===== config.mk =====
export PLATFORM = sky130hd
export DESIGN_NAME = stream_mux_rr
export DESIGN_NICKNAME = d
export VERILOG_FILES = /design/src/rtl/stream_mux_rr.sv
export SDC_FILE = /design/constraint.sdc
export NUM_CORES = 1
export LEC_CHECK = 0
export CORE_MARGIN = 2
export CORE_UTILIZATION = 43
export CTS_CLUSTER_SIZE = 28
export DETAILED_ROUTE_END_ITERATION = 10
export PLACE_DENSITY = 0.83
export SLEW_MARGIN = 20
export SYNTH_ARGS = -nofsm -noshare
export SYNTH_HDL_FRONTEND = slang
export SYNTH_SLANG_ARGS = --single-unit

===== constraint.sdc =====
create_clock -name clk -period 3 [get_ports clk]
set_input_delay 0.3 -clock clk [delete_from_list [all_inputs] [get_ports clk]]
set_output_delay 0.3 -clock clk [all_outputs]
set_load 0.02 [all_outputs]

===== src/rtl/stream_mux_rr.sv =====
// stream_mux_rr
// Merges N_CH packet sources onto one downstream stream. An internal arbiter
// picks one channel per cycle (round-robin or fixed priority), holds the
// grant for the whole packet, and the chosen beat is captured in a single
// registered output stage.
//
// Ports:
//   clk         rising-edge clock
//   rst_n       synchronous active-low reset
//   fixed_prio  1 = lowest valid index wins, 0 = round-robin (used while unlocked)
//   in_valid    per-channel beat valid
//   in_data     channel i at [i*WIDTH +: WIDTH]
//   in_last     per-channel end-of-packet flag
//   in_ready    per-channel accept, one-hot or zero
//   out_valid   output register holds a beat
//   out_data    registered beat data
//   out_last    registered end-of-packet flag
//   out_ch      source channel of the held beat
//   out_ready   downstream accept
module stream_mux_rr #(
  parameter int N_CH    = 4,
  parameter int WIDTH   = 8,
  parameter int SLICE_W = 2,
  localparam int CW     = $clog2(N_CH)
) (
  input  logic                  clk,
  input  logic                  rst_n,
  input  logic                  fixed_prio,
  input  logic [N_CH-1:0]       in_valid,
  input  logic [N_CH*WIDTH-1:0] in_data,
  input  logic [N_CH-1:0]       in_last,
  output logic [N_CH-1:0]       in_ready,
  output logic                  out_valid,
  output logic [WIDTH-1:0]      out_data,
  output logic                  out_last,
  output logic [CW-1:0]         out_ch,
  input  logic                  out_ready
);

  localparam int NSL = WIDTH / SLICE_W;

  typedef enum logic {
    S_UNLOCKED = 1'b0,
    S_LOCKED   = 1'b1
  } state_t;

  state_t            state;
  logic [CW-1:0]     lock_ch;
  logic [CW-1:0]     rr_ptr;

  logic              load;
  logic              gnt_found;
  logic [CW-1:0]     gnt_ch;
  logic [CW-1:0]     next_ptr;
  logic              xfer;
  logic [2*N_CH-1:0] dbl_valid;
  logic [2*N_CH-1:0] shifted;
  logic [N_CH-1:0]   rot_valid;
  logic [CW:0]       rr_sum;
  logic [WIDTH-1:0]  sel_data;
  logic              sel_last;

  logic [SLICE_W-1:0] slices [NSL][N_CH];

  // The output register may take a new beat when it is empty or being drained.
  assign load = !out_valid || out_ready;

  // Arbiter. While locked only the packet owner is a candidate. Unlocked,
  // fixed priority scans upward from 0; round-robin rotates the valid vector
  // so that rr_ptr sits at bit 0, finds the first set bit, then maps the
  // offset back to a channel index modulo N_CH. Loops run downward so the
  // lowest qualifying index is the last assignment and wins.
  always_comb begin
    gnt_found = 1'b0;
    gnt_ch    = '0;
    rr_sum    = '0;
    dbl_valid = {in_valid, in_valid};
    shifted   = dbl_valid >> rr_ptr;
    rot_valid = shifted[N_CH-1:0];
    if (state == S_LOCKED) begin
      if (in_valid[lock_ch]) begin
        gnt_found = 1'b1;
        gnt_ch    = lock_ch;
      end
    end else if (fixed_prio) begin
      for (int i = N_CH-1; i >= 0; i--) begin
        if (in_valid[i]) begin
          gnt_found = 1'b1;
          gnt_ch    = CW'(i);
        end
      end
    end else begin
      for (int k = N_CH-1; k >= 0; k--) begin
        if (rot_valid[k]) begin
          rr_sum = {1'b0, rr_ptr} + (CW+1)'(k);
          if (rr_sum >= (CW+1)'(N_CH)) begin
            rr_sum = rr_sum - (CW+1)'(N_CH);
          end
          gnt_found = 1'b1;
          gnt_ch    = rr_sum[CW-1:0];
        end
      end
    end
  end

  // Only the granted channel sees ready, and nobody does while in reset or
  // while the output register is stalled.
  always_comb begin
    in_ready = '0;
    if (rst_n && load && gnt_found) begin
      in_ready[gnt_ch] = 1'b1;
    end
  end

  assign xfer = gnt_found && load;

  // Pointer moves just past the channel that finished a packet.
  always_comb begin
    if (gnt_ch == CW'(N_CH-1)) begin
      next_ptr = '0;
    end else begin
      next_ptr = gnt_ch + CW'(1);
    end
  end

  // Data path: every SLICE_W-bit slice is a narrow N_CH:1 mux sharing the
  // same select, slice 0 landing in the least significant position.
  for (genvar s = 0; s < NSL; s++) begin : g_slice
    for (genvar c = 0; c < N_CH; c++) begin : g_ch
      assign slices[s][c] = in_data[c*WIDTH + s*SLICE_W +: SLICE_W];
    end
    assign sel_data[s*SLICE_W +: SLICE_W] = slices[s][gnt_ch];
  end

  assign sel_last = in_last[gnt_ch];

  // Output register, lock state and round-robin pointer. A transfer loads
  // the beat and either releases (last) or takes (not last) the lock; with
  // no transfer a drained register simply goes empty. Reset wipes all of it,
  // including any packet in flight.
  always_ff @(posedge clk) begin
    if (!rst_n) begin
      state     <= S_UNLOCKED;
      lock_ch   <= '0;
      rr_ptr    <= '0;
      out_valid <= 1'b0;
      out_data  <= '0;
      out_last  <= 1'b0;
      out_ch    <= '0;
    end else if (xfer) begin
      out_valid <= 1'b1;
      out_data  <= sel_data;
      out_last  <= sel_last;
      out_ch    <= gnt_ch;
      if (sel_last) begin
        state  <= S_UNLOCKED;
        rr_ptr <= next_ptr;
      end else begin
        state   <= S_LOCKED;
        lock_ch <= gnt_ch;
      end
    end else if (out_ready) begin
      out_valid <= 1'b0;
    end
  end

endmodule


-- After elaboration in Yosys (flattened, before gate mapping)
Index checks and enable logic that the tools add are counted.
- flip-flop bits (word level): 17
- output and inout bits: 16
- logic and storage cells: 85
- add/subtract/negate cells: 8
- magnitude comparators: 8
- equality and inequality tests: 1
- shifts and indexed selects: 1
- mux-type cells: 49
- bitwise logic cells: 2
- reductions and logical operators: 9
- operators with widths (operator ; number):
    two-way mux 2 bit ; 24
    two-way mux 1 bit ; 17
    binary-select mux 2 bit (select 2 bit) ; 4
    greater-or-equal comparator 3 bit, second input constant ; 4
    >> shifter 8 x 2 -> 4 bit ; 1
    subtractor 2 x 1 -> 2 bit, second input constant ; 4
    adder 2 x 2 -> 3 bit, second input constant ; 2
    less-than comparator 2 x 3 -> 1 bit, second input constant ; 2
    binary-select mux 1 bit (select 2 bit) ; 2
    logical AND 1 bit ; 4
    two-way mux 4 bit ; 1
    AND reduction 2 bit ; 2
    adder 2 x 1 -> 3 bit, second input constant ; 1
    greater-or-equal comparator 2 x 3 -> 1 bit, second input constant ; 1
    NOT 2 -> 3 bit ; 1
    adder 2 x 1 -> 2 bit, second input constant ; 1
    demux 1 bit (select 2 bit) ; 1
    equality test 2 bit, second input constant ; 1
    greater-or-equal comparator 2 x 1 -> 1 bit, second input constant ; 1
    nonzero test 2 bit ; 1
    logical NOT 1 bit ; 1
    logical OR 1 bit ; 1
    NOT 1 bit ; 1

-- Depth between registers and ports, before layout
- depth after elaboration: 14
- mapped depth: 10

-- Worst setup path before layout
Ideal clock, no wire load.
- kind: in2out
- start: in in_valid[0]
- end: out in_ready[0]
- arrival time: 1940 ps
- required time: 2700 ps
- path slack: 760 ps
- cell stages on the path: 8
- path buffers: 3
- cell sequence: buf_2 nand2_1 a221o_1 and3b_1 buf_2 a211o_1 buf_2 nor2_1
- cells in the longest elaborated chain, start to end: 12
- ends and longest elaborated chain (what ; line ; source):
    start: declaration ; 29 ; input logic [N_CH-1:0] in_valid,
    >> shifter 8 x 2 -> 4 bit ; 78 ; shifted = dbl_valid >> rr_ptr;
    two-way mux 2 bit (4 in series) ; 94 ; if (rot_valid[k]) begin
    two-way mux 2 bit ; 85 ; end else if (fixed_prio) begin
    two-way mux 2 bit ; 80 ; if (state == S_LOCKED) begin
    less-than comparator 2 x 3 -> 1 bit (implied by the code) or greater-or-equal comparator 2 x 1 -> 1 bit (tied branches) ; 111 ; in_ready[gnt_ch] = 1'b1;
    logical AND 1 bit (implied by the code) ; 111 ;
    two-way mux 1 bit (implied by the code) ; 111 ;
    demux 1 bit (select 2 bit) ; 111 ;
    two-way mux 4 bit * ; 110 ; if (rst_n && load && gnt_found) begin
    end: declaration ; 32 ; output logic [N_CH-1:0] in_ready,
Every way passes the cells marked *; elsewhere a longest branch is shown, timed or not. The select of a mux whose other input is x is not followed.

-- Worst setup path in the final report
- start: in in_valid[2]
- end: out in_ready[1]
Same word-level chain as after synthesis.

==> impl_results.md <==
* Highest clock rate at approximately 340 MHz
* Worst setup SP type: input pin
* GRT Overall Usage at around a quarter
* Clock share of power at around an eighth
* # hold bufs at CTS at 0
* Multi-input logic area at 0.001046 mm²
* Final Hold Viols at 0
* Setup bufs post-CTS at 0
* Pin count of the biggest net entering global routing at 17
* CP max stage delay at approximately 0.61 ns
* Placed Instances at 290
* Final period utilization at 97.37%
* Final Max Tran Viols at 0
* Overflow after GRT at 0
* Max H-tree Level at 1
* Gpl congestion at 0.9565
* IO Pins at 60
* Worst-Margin Slew at around 0.97 ns
* Hold path start: out_data[0]
* Hold Crit Endpoint: out_data[0]
* R2R setup slack at roughly 0.28 ns
* Share of cells above drive strength 1 at between 10% and 20%
* PortBufs at 59
* Vias per inst at around 6.0
* Flop pwr share at 28.3%
* Yosys warnings at 0
* CTS-repair resized insts at 0
* Cells after Synth at 181
* Seq. cell area at about 340 µm²
* Clk sinks at 17
* Synthesized area per cell at between 8 and 9 µm²
* Cell variety after synth at roughly 40
* Avg WL per Cell at around 16 µm
* Area growth syn-to-layout at 50.13%
* Detailed-route via count at about 1.8k
* PD cells at 500.5 mW/mm²
* CTS clk-pin slew, worst paths at roughly 0.12 ns
* Final setup viols at 0
* Worst ir drop on vdd at approximately 270 µV
* Clock Latency Late Sink at ~0.31 ns
* 1st-iter DRT viols at ~140
* Setup_tns at 0 ns
* Non-Filler Instances at roughly 300
* Ys async rst share at 0%
* Critical Path, Cell by Cell: clkdlybuf4s50_1 -> buf_4 -> a221o_1 -> and3b_1 -> a211o_1 -> nor2_1 -> clkdlybuf4s50_1
* Comb pwr share at about three fifths
* First-pass GRT wire length at 7.935 mm
* Die Wd at 62.47 µm
* Layout Nets at 293
* Worst r2r path cells at 8
* CORE AREA at about 0.0033 mm²
* Antenna Cells at 0
* Initial Utilization at between 40 and 50%
* Detailed-placement wirelength estimate at 3.646 mm
* Max cap viols at 0
* Switching share of power at 40.84%
* Top-area cell type share of the netlist area at between 20 and 25%
* Synthesized Nets at ~230
* TritonRoute pass-1 iters at 4
* Most frequent cells in the layout: 59 x clkdlybuf4s50_1, 22 x nor2_1, 17 x a221o_1, 17 x dfxtp_1, 16 x buf_4
* HP Class: flop to flop
* Crit-path max FO at 4
* Number of CTS-inserted buffers at 3
* Leakage at between 0.8 and 0.9 nW
* Req. time, crit path at ~2.7 ns
* Worst reg2reg endpoint: rr_ptr[0]
* Critical Path Most Common Cell: clkdlybuf4s50_1
* Vias in the first global route at approximately 1.6k
* Site Rows at 21
* Mapped Area at about 0.0015 mm²
* Clk_skew at 0.001910 ns
* Die area at between 0.003 and 0.004 mm²
* Status: finished clean
* Crit path capture type: output pin
* Critical path arrival at 2.62 ns
* Max-slew headroom at 34.97%
* Number of routed nets with antenna violations at 0
* Commonest non-fill, non-tap cell in the layout: clkdlybuf4s50_1
* Slowest CP cell: clkdlybuf4s50_1
* Remaining DRCs at 0
* Sw power at between 400 and 500 µW
* Critical path class: input pin to output pin
* Synth top area cells: dfxtp_1 23%, a221o_1 12%, mux2_2 6.9%
* CTS max path bufs at 2
* Number of synthesized flops with an enable pin at 0
* RSZ-0062 raised after global routing: false
* Synth Flop Type: dfxtp_1
* Initial antenna violation count at 0
* Final WL at between 4 and 5 mm
* Post-layout min period at 2.921 ns
* Hold Crit Depth at 2
* CTS root buf: clkbuf_4
* Cell taking the most area after synthesis: dfxtp_1
* RR Startpoint: lock_ch[0]
* Die height at around 62 µm
* Flops & latches, synth at 17
* Filler Cells Inserted at 302
* CTS tree: yes
* Seq/Total Area, Yosys at 23.15%
* Pint at 653.5 µW
sequential cells by signal (all words and copies together), names as in the netlist:
signal and flops:
rr_ptr 2, state 1, out_ch 2, out_data 8
lock_ch 2, out_last 1, out_valid 1
how the worst max path moves through the flow:
stage,from,depth (start not counted),end
floorplan,in_valid[0],8,in_ready[0]
global placement,in_valid[3],9,rr_ptr[0]
detailed placement,in_valid[3],9,rr_ptr[0]
CTS,in_valid[2],7,in_ready[1]
global route,in_valid[2],7,in_ready[1]
finish,in_valid[2],7,in_ready[1]
area by class of cell:
class	instances	area share (%)
Multi-Input combinational cell	146	47.39
Inverter	6	1.020
Tap cell	46	2.608
Timing Repair Buffer	75	32.20
Sequential cell	17	15.42
Clock inverter	1	0.3401
Clock buffer	3	1.020
power groups by stage:
| stage | sequential [mW] | clock, mW | combinational (mW) |
|---|---|---|---|
| floorplan | 0.359 | 0 | 0.345 |
| detailed placement | 0.319 | 0 | 0.647 |
| global route | 0.321 | 0.162 | 0.703 |
| finish | 0.313 | 0.144 | 0.648 |
| CTS | 0.313 | 0.144 | 0.650 |
| global placement | 0.317 | 0 | 0.639 |
stage by stage:
| step | setup WS, ns | power, mW | utilization [%] | area, µm² | hold slack [ns] |
|---|---|---|---|---|---|
| CTS | 0.08449 | 1.108 | 66.67 | 2207 | 0.5049 |
| finish | 0.07876 | 1.105 | 66.67 | 2207 | 0.5020 |
| global route | 0.008296 | 1.186 | 66.67 | 2207 | 0.5310 |
| detailed placement | 0.04123 | 0.9653 | 65.76 | 2177 | 0.4877 |
| floorplan | 0.7602 | 0.7037 | - | 1470 | 0.4662 |
| global placement | 0.07386 | 0.9552 | 65.76 | 2177 | 0.4836 |
cell usage after synthesis (2+ instances only):
cell type and count:
nand2_1 10, nand2b_1 3, mux2_2 9, nor3b_1 2, mux2i_1 6, a222oi_1 2
a31oi_1 2, buf_2 4, nor3_1 11, a32o_1 10, nor2b_1 4, clkbuf_1 6
o21ai_0 11, inv_1 5, dfxtp_1 17, a211oi_1 11, a21oi_1 7, nor2_1 22
a221o_1 17
worst max-delay path, delay by kind of cell:
family	cells	cell delay (ns)
AO/OA/AOI/OAI	2	0.72
buffers and inverters	3	1.25
AND/OR/NAND/NOR	2	0.36
metal layers:
metal  vias to the layer above  global-route usage (%)  part of all wire (%)
met5                         -                       0                     0
met4                         0                   5.278                  0.47
met3                         2                   4.505                   9.0
met2                        85                   40.86                    48
met1                       809                   33.63                    42
li1                        856                       -                     -
kinds of logic after synthesis:
kind of cell | Yosys count | share of synthesized area [%]
AO/OA/AOI/OAI | 70 | 38.98
AND/OR/NAND/NOR | 60 | 20.60
buffers and inverters | 18 | 5.702
flip-flops | 17 | 23.15
multiplexers | 15 | 10.98
XOR/XNOR | 1 | 0.5959
No activity file was read; power rests on OpenSTA's default activity.
